### src/rtl/lib_math_arbiter.sv
// lib_math_arbiter: round-robin front end that lets several requesters take turns
// on one shared lib_math adder. A request is granted, its operands are latched and
// driven onto the adder, the adder pipeline is waited out, and the sum is returned
// together with a one-cycle done pulse to the requester that asked for it.
module lib_math_arbiter #(
  parameter int NUM_REQ = 2,
  parameter int WIDTH   = 8,
  parameter int LATENCY = 1
) (
  input  logic                     clk,
  input  logic                     rst,
  input  logic [NUM_REQ-1:0]       req,
  input  logic [NUM_REQ*WIDTH-1:0] a_in,
  input  logic [NUM_REQ*WIDTH-1:0] b_in,
  output logic [NUM_REQ-1:0]       gnt,
  output logic [NUM_REQ-1:0]       done,
  output logic [WIDTH:0]           result,
  output logic                     busy,
  output logic [WIDTH-1:0]         math_a,
  output logic [WIDTH-1:0]         math_b,
  input  logic [WIDTH:0]           math_sum
);

  localparam int         IDXW  = (NUM_REQ > 1) ? $clog2(NUM_REQ) : 1;
  localparam logic [3:0] LAT_C = 4'(LATENCY);

  typedef enum logic [1:0] {
    S_IDLE,
    S_WAIT,
    S_DONE
  } state_t;

  state_t               state_q,  state_d;
  logic [IDXW-1:0]      rr_ptr_q, rr_ptr_d;
  logic [IDXW-1:0]      idx_q,    idx_d;
  logic [3:0]           cnt_q,    cnt_d;
  logic [NUM_REQ-1:0]   gnt_q,    gnt_d;
  logic [NUM_REQ-1:0]   done_q,   done_d;
  logic [WIDTH:0]       result_q, result_d;
  logic [WIDTH-1:0]     math_a_q, math_a_d;
  logic [WIDTH-1:0]     math_b_q, math_b_d;

  logic                 found;
  logic [IDXW-1:0]      sel;
  int                   cand;

  // Round-robin pick: first asserted request scanning upward from rr_ptr, wrapping
  always_comb begin
    found = 1'b0;
    sel   = '0;
    cand  = 0;
    for (int off = 0; off < NUM_REQ; off++) begin
      cand = int'(rr_ptr_q) + off;
      if (cand >= NUM_REQ) begin
        cand = cand - NUM_REQ;
      end
      if (!found && req[IDXW'(cand)]) begin
        found = 1'b1;
        sel   = IDXW'(cand);
      end
    end
  end

  // Sequencer next state: grant and latch in IDLE, count out the adder in WAIT,
  // retire the op and advance the round-robin pointer in DONE
  always_comb begin
    state_d  = state_q;
    rr_ptr_d = rr_ptr_q;
    idx_d    = idx_q;
    cnt_d    = cnt_q;
    gnt_d    = gnt_q;
    done_d   = done_q;
    result_d = result_q;
    math_a_d = math_a_q;
    math_b_d = math_b_q;
    case (state_q)
      S_IDLE: begin
        if (found) begin
          gnt_d      = '0;
          gnt_d[sel] = 1'b1;
          idx_d      = sel;
          math_a_d   = a_in[sel*WIDTH +: WIDTH];
          math_b_d   = b_in[sel*WIDTH +: WIDTH];
          cnt_d      = 4'd0;
          state_d    = S_WAIT;
        end
      end
      S_WAIT: begin
        if (cnt_q == LAT_C) begin
          result_d      = math_sum;
          done_d        = '0;
          done_d[idx_q] = 1'b1;
          gnt_d         = '0;
          state_d       = S_DONE;
        end else begin
          cnt_d = cnt_q + 4'd1;
        end
      end
      S_DONE: begin
        done_d   = '0;
        rr_ptr_d = (idx_q == IDXW'(NUM_REQ - 1)) ? '0 : idx_q + 1'b1;
        state_d  = S_IDLE;
      end
      default: begin
        state_d = S_IDLE;
      end
    endcase
  end

  // State and output registers; reset wins over everything, including an op in flight
  always_ff @(posedge clk) begin
    if (rst) begin
      state_q  <= S_IDLE;
      rr_ptr_q <= '0;
      idx_q    <= '0;
      cnt_q    <= 4'd0;
      gnt_q    <= '0;
      done_q   <= '0;
      result_q <= '0;
      math_a_q <= '0;
      math_b_q <= '0;
    end else begin
      state_q  <= state_d;
      rr_ptr_q <= rr_ptr_d;
      idx_q    <= idx_d;
      cnt_q    <= cnt_d;
      gnt_q    <= gnt_d;
      done_q   <= done_d;
      result_q <= result_d;
      math_a_q <= math_a_d;
      math_b_q <= math_b_d;
    end
  end

  assign gnt    = gnt_q;
  assign done   = done_q;
  assign result = result_q;
  assign busy   = (state_q != S_IDLE);
  assign math_a = math_a_q;
  assign math_b = math_b_q;

endmodule
### config.mk
export PLATFORM = sky130hd
export DESIGN_NAME = lib_math_arbiter
export DESIGN_NICKNAME = d
export VERILOG_FILES = /design/src/rtl/lib_math_arbiter.sv
export SDC_FILE = /design/constraint.sdc
export NUM_CORES = 1
export LEC_CHECK = 0
export ABC_AREA = 1
export CORE_MARGIN = 1
export CORE_UTILIZATION = 37
export DETAILED_ROUTE_END_ITERATION = 6
export GPL_ROUTABILITY_DRIVEN = 1
export PLACE_DENSITY = 0.75
export SYNTH_ARGS = -nofsm -noshare
export SYNTH_HDL_FRONTEND = slang
export SYNTH_SLANG_ARGS = --single-unit
export TNS_END_PERCENT = 100
### constraint.sdc
create_clock -name clk -period 1.1 [get_ports clk]
set_input_delay 0.22 -clock clk [delete_from_list [all_inputs] [get_ports clk]]
set_output_delay 0.22 -clock clk [all_outputs]
set_load 0.05 [all_outputs]
== After elaboration in Yosys (flattened, before gate mapping) ==
Index checks and enable logic that the tools add are counted.
Widths: inputs -> output; s select.

* Reduce and logical (&&, ||, !) cells: 14
* Eq/ne operators: 6
* $add $sub $neg: 5
* Mux-type cells: 26
* Magnitude comparators: 8
* Shifts and indexed selects: 2

{| class="wikitable"
|+ Operators with widths
! kind !! number
|-
| $shiftx 16x5->8 || 2
|-
| $mux 1 || 13
|-
| $pmux 2 s2 || 3
|-
| $mux 2 || 5
|-
| $mux 4 || 2
|-
| $pmux 4 s2 || 1
|-
| $reduce_and 2->1 || 4
|-
| $lt 1x3->1 const B || 2
|-
| $ne 2x2->1 const B || 3
|-
| $reduce_and 3->1 || 2
|-
| $reduce_bool 2->1 || 3
|-
| $add 4x1->4 const B || 1
|-
| $eq 4x1->1 const B || 1
|-
| $lt 1x2->1 const B || 2
|-
| $logic_and 1x1->1 || 3
|-
| $add 1x1->2 const B || 1
|-
| $demux 1 s1 || 2
|-
| $eq 2x1->1 const B || 1
|-
| $eq 2x2->1 const B || 1
|-
| $ge 1x1->1 const B || 2
|-
| $ge 1x2->1 const B || 1
|-
| $ge 2x2->1 const B || 1
|-
| $logic_not 2->1 || 1
|-
| $sub 1x1->1 const B || 2
|-
| other kinds (2) || 2
|}

* Output and inout bits: 30
* Register bits: 37
* Logic and storage cells: 70

== Longest topological paths before layout ==
* Word-level depth: 15
* Depth in mapped cells: 7
* Gate-level depth less buffers: 7

== Worst setup path before layout ==
OpenSTA, ideal clock, no wires.

* Path kind: register -> register
* Start: register cnt_q[1]
* End: register done_q[1] (netlist: done[1])
* Required time: 986 ps
* Cell stages (with the launch flop): 8
* Data arrival time: 1,017 ps
* Clock period less this slack: 1,131 ps
* Path slack: -31 ps
* Cell sequence: dfxtp_1 inv_1 ha_1 nand3_2 inv_2 buf_6 a21oi_1 nor2_1

* Longest elaborated chain between the ends: 3

{| class="wikitable"
|+ RTL lines
! item !! RTL line !! RTL
|-
| start: declaration || 36 || <nowiki>logic [3:0] cnt_q, cnt_d;</nowiki>
|-
| start signal: assignment || 126 || <nowiki>cnt_q <= cnt_d;</nowiki>
|-
| $eq 4x1->1 || 89 || <nowiki>if (cnt_q == LAT_C) begin</nowiki>
|-
| $ne 2x2->1 (no line) || -- ||
|-
| $reduce_and 2->1 (no line) || -- ||
|-
| end signal: assignment || 128 || <nowiki>done_q <= done_d;</nowiki>
|-
| end: declaration || 38 || <nowiki>logic [NUM_REQ-1:0] done_q, done_d;</nowiki>
|}

No other way between the ends.
A chain may end at the register's enable or synchronous reset.

== Worst setup path after layout ==
* Start: register state_q[0]
* End: register result_q[2] (netlist: result[2])

* Longest elaborated chain between the ends: 2

{| class="wikitable"
|+ RTL lines
! item !! RTL line !! RTL
|-
| start: declaration || 33 || <nowiki>state_t state_q, state_d;</nowiki>
|-
| start signal: assignment || 123 || <nowiki>state_q <= state_d;</nowiki>
|-
| $eq 2x1->1 || 76 || <nowiki>case (state_q)</nowiki>
|-
| $reduce_and 2->1 (no line) || -- ||
|-
| end signal: assignment || 129 || <nowiki>result_q <= result_d;</nowiki>
|-
| end: declaration || 39 || <nowiki>logic [WIDTH:0] result_q, result_d;</nowiki>
|}

No other way between the ends.

==> results.md <==
* Status: complete, but fails checks
* Failing checks: negative setup slack
* I/O pins at 75
* Clock buffer depth at 2
* Crit. End Element: flip-flop
* Row count at 23
* Final Net Count at 323
* Slew Limit Fails at 0
* Synthesized area at 0.00166 mm2
* Wire per inst at 13.7 um
* Number of I/O port buffers at 73
* Placed cells at 313
* TritonRoute pass-1 iters at 4
* Antenna violations before repair at 0
* Post-synthesis sequential area ratio at 0.447
* Leakage at 1.20 nW
* Synth unique cells at 26
* Vias at 1,650
* RSZ-0062 raised after global routing: true
* First-pass GRT wire length at 6510 um
* Avg Cell Area, Syn at 8.95 um2
* R2R cell count at 6
* Worst Tran Pin Value at 0.254 ns
* Effective utilization at floorplan at 0.400
* Setup violators final at 29
* Final GP Congestion at 0.796
* Final WS setup at -0.0487 ns
* EDFF count, synth at 0
* Arr. time, crit path at 1.33 ns
* Inserted Clock Buffers at 5
* Ys async rst share at 0
* CP Launch Type: flip-flop
* Initial DRC Count at 48
* Largest net degree at the start of global routing at 29
* Core area at 0.00414 mm2
* Fraction of layout cells with a size suffix above 1 at 0.477
* Final wirelength at 4490 um
* Fin util at 0.770
* Commonest cells after routing, fill and taps aside: clkdlybuf4s50_1 (43), buf_12 (33), dfxtp_1 (24), nor2_1 (22)
* Final min period at 1.15 ns
* HPWL after DPL at 3080 um
* Layout overhead on the synthesized area at 92.7%
* Post-Layout Cell Count at 327
* Setup TNS at -0.513 ns
* Fillcell total at 268
* VDD IR max at 0.00115 V
* Synth Register Bits at 37
* DRC at 0
* Die height at 68.9 um
* Number of max-cap violations at 0
* DR vias/cell at 5.05
* Final worst path period share at 1.04
* Ys flop type: dfxtp_1
* ANT cells at 0
* Required @ worst endpoint at 1.28 ns
* H-tree Lvls at 2
* Cell count after synthesis at 185
* Synth Net Count at 232
* GRT Total Usage at 0.190
* Pwr Density at 1240 mW/mm2
* Hold Fails Final Rpt at 0
* Hold-critical path depth at 2
* Largest driver fanout on the critical path at 13
* Clock skew at 0.00640 ns
* Worst Hold Class: reg -> reg
* Clock Tree Root: clkbuf_8
* Setup CP Type: reg -> reg
* Die footprint at 0.00475 mm2
* Relative slew slack at 0.831
* Ys Warns at 0
* Num Clock Sinks at 37
* Highest clock rate at 871 MHz
* ANT nets after route at 0
* Vias in the first global route at 1,467
* Hold_ws at 0.471 ns
* GRT overflow at 0
* Chip width at 68.9 um
* Worst skew pair latency at 0.28 ns
* Clock slew at reported path FFs at 0.07 ns
* Commonest non-fill, non-tap cell in the layout: clkdlybuf4s50_1
* CTS tree: built
[sequential cells by signal (all words and copies together) (netlist names)]
signal	cells
math_b	8
cnt_q	4
math_a	8
done	2
gnt	2
idx_q	1
state_q	2
rr_ptr_q	1
result	9
[final timing paths]
path | slack [ns] | from | to
min reg2reg | 0.47 | idx_q$_SDFFE_PP0P_ | idx_q$_SDFFE_PP0P_
max reg2reg | -0.05 | state_q[0]$_SDFFE_PP0P_ | result[2]$_SDFFE_PP0P_
min | 0.47 | idx_q$_SDFFE_PP0P_ | idx_q$_SDFFE_PP0P_
max | -0.05 | state_q[0]$_SDFFE_PP0P_ | result[2]$_SDFFE_PP0P_
[Yosys cell counts (2+ instances only)]
cell	count	area, um2
ha_1	2	25.0
nand3_1	8	40.0
o21ai_1	6	30.0
inv_1	6	22.5
a21oi_1	13	65.1
nand2_1	18	67.6
clkbuf_4	2	15.0
a21oi_2	14	123
buf_12	2	40.0
o22ai_1	16	100
buf_6	4	45.0
dfxtp_1	37	741
nor2_1	23	86.3
inv_2	4	15.0
o21ai_2	14	123
o21ai_0	6	30.0
[through the flow]
stage	power, mW	instance area (um2)	setup WS (ns)
floorplan	2.06	1660	0.00522
finish	3.95	3190	-0.0487
global placement	2.61	2790	-0.296
global route	4.13	3190	-0.105
detailed placement	2.62	2790	-0.314
CTS	3.85	2970	-0.0335
[cell families after synthesis]
logic type,Yosys count,share of synthesized area
AO/OA/AOI/OAI,69,0.284
adder cells (fa/ha/maj),2,0.0151
buffers and inverters,23,0.106
flip-flops,37,0.447
AND/OR/NAND/NOR,54,0.148
[layer usage]
layer | routed length [um] | global-route usage | vias up
li1 | - | - | 820
met1 | 1700 | 0.211 | 759
met2 | 2360 | 0.314 | 67
met3 | 384 | 0.0905 | 4
met4 | 50 | 0.0689 | 0
met5 | 0 | 0 | -
[report_power, final]
group	internal, mW	switching [mW]	total (mW)
Clock	0.739	0.464	1.20
Combinational	0.640	0.588	1.23
Sequential	1.43	0.0956	1.52
Total	2.81	1.15	3.95
[area by class of cell]
class	count	area, um2	share of cell area
clock inverter	1	30.0	0.00941
timing repair buffer	94	1270	0.398
clock buffer	7	86.3	0.0270
multi-input combinational	125	886	0.278
sequential	37	759	0.238
inverter	13	97.6	0.0306
tap	50	62.6	0.0196
[what timing repair did]
action,CTS,global route
hold buffers,0,0
gates resized for setup,14,50
setup endpoints to repair,22,41
setup buffers,2,3
pin swaps,3,10
gates cloned,0,1
[critical path, stage by stage, from the launching register on]
cell     delay (ns)
dfxtp_2        0.34
inv_4          0.05
nor2_4         0.19
nand3_4        0.12
buf_12         0.17
o21ai_2        0.12
nor2_1         0.05
No activity file was read; power rests on OpenSTA's default activity.
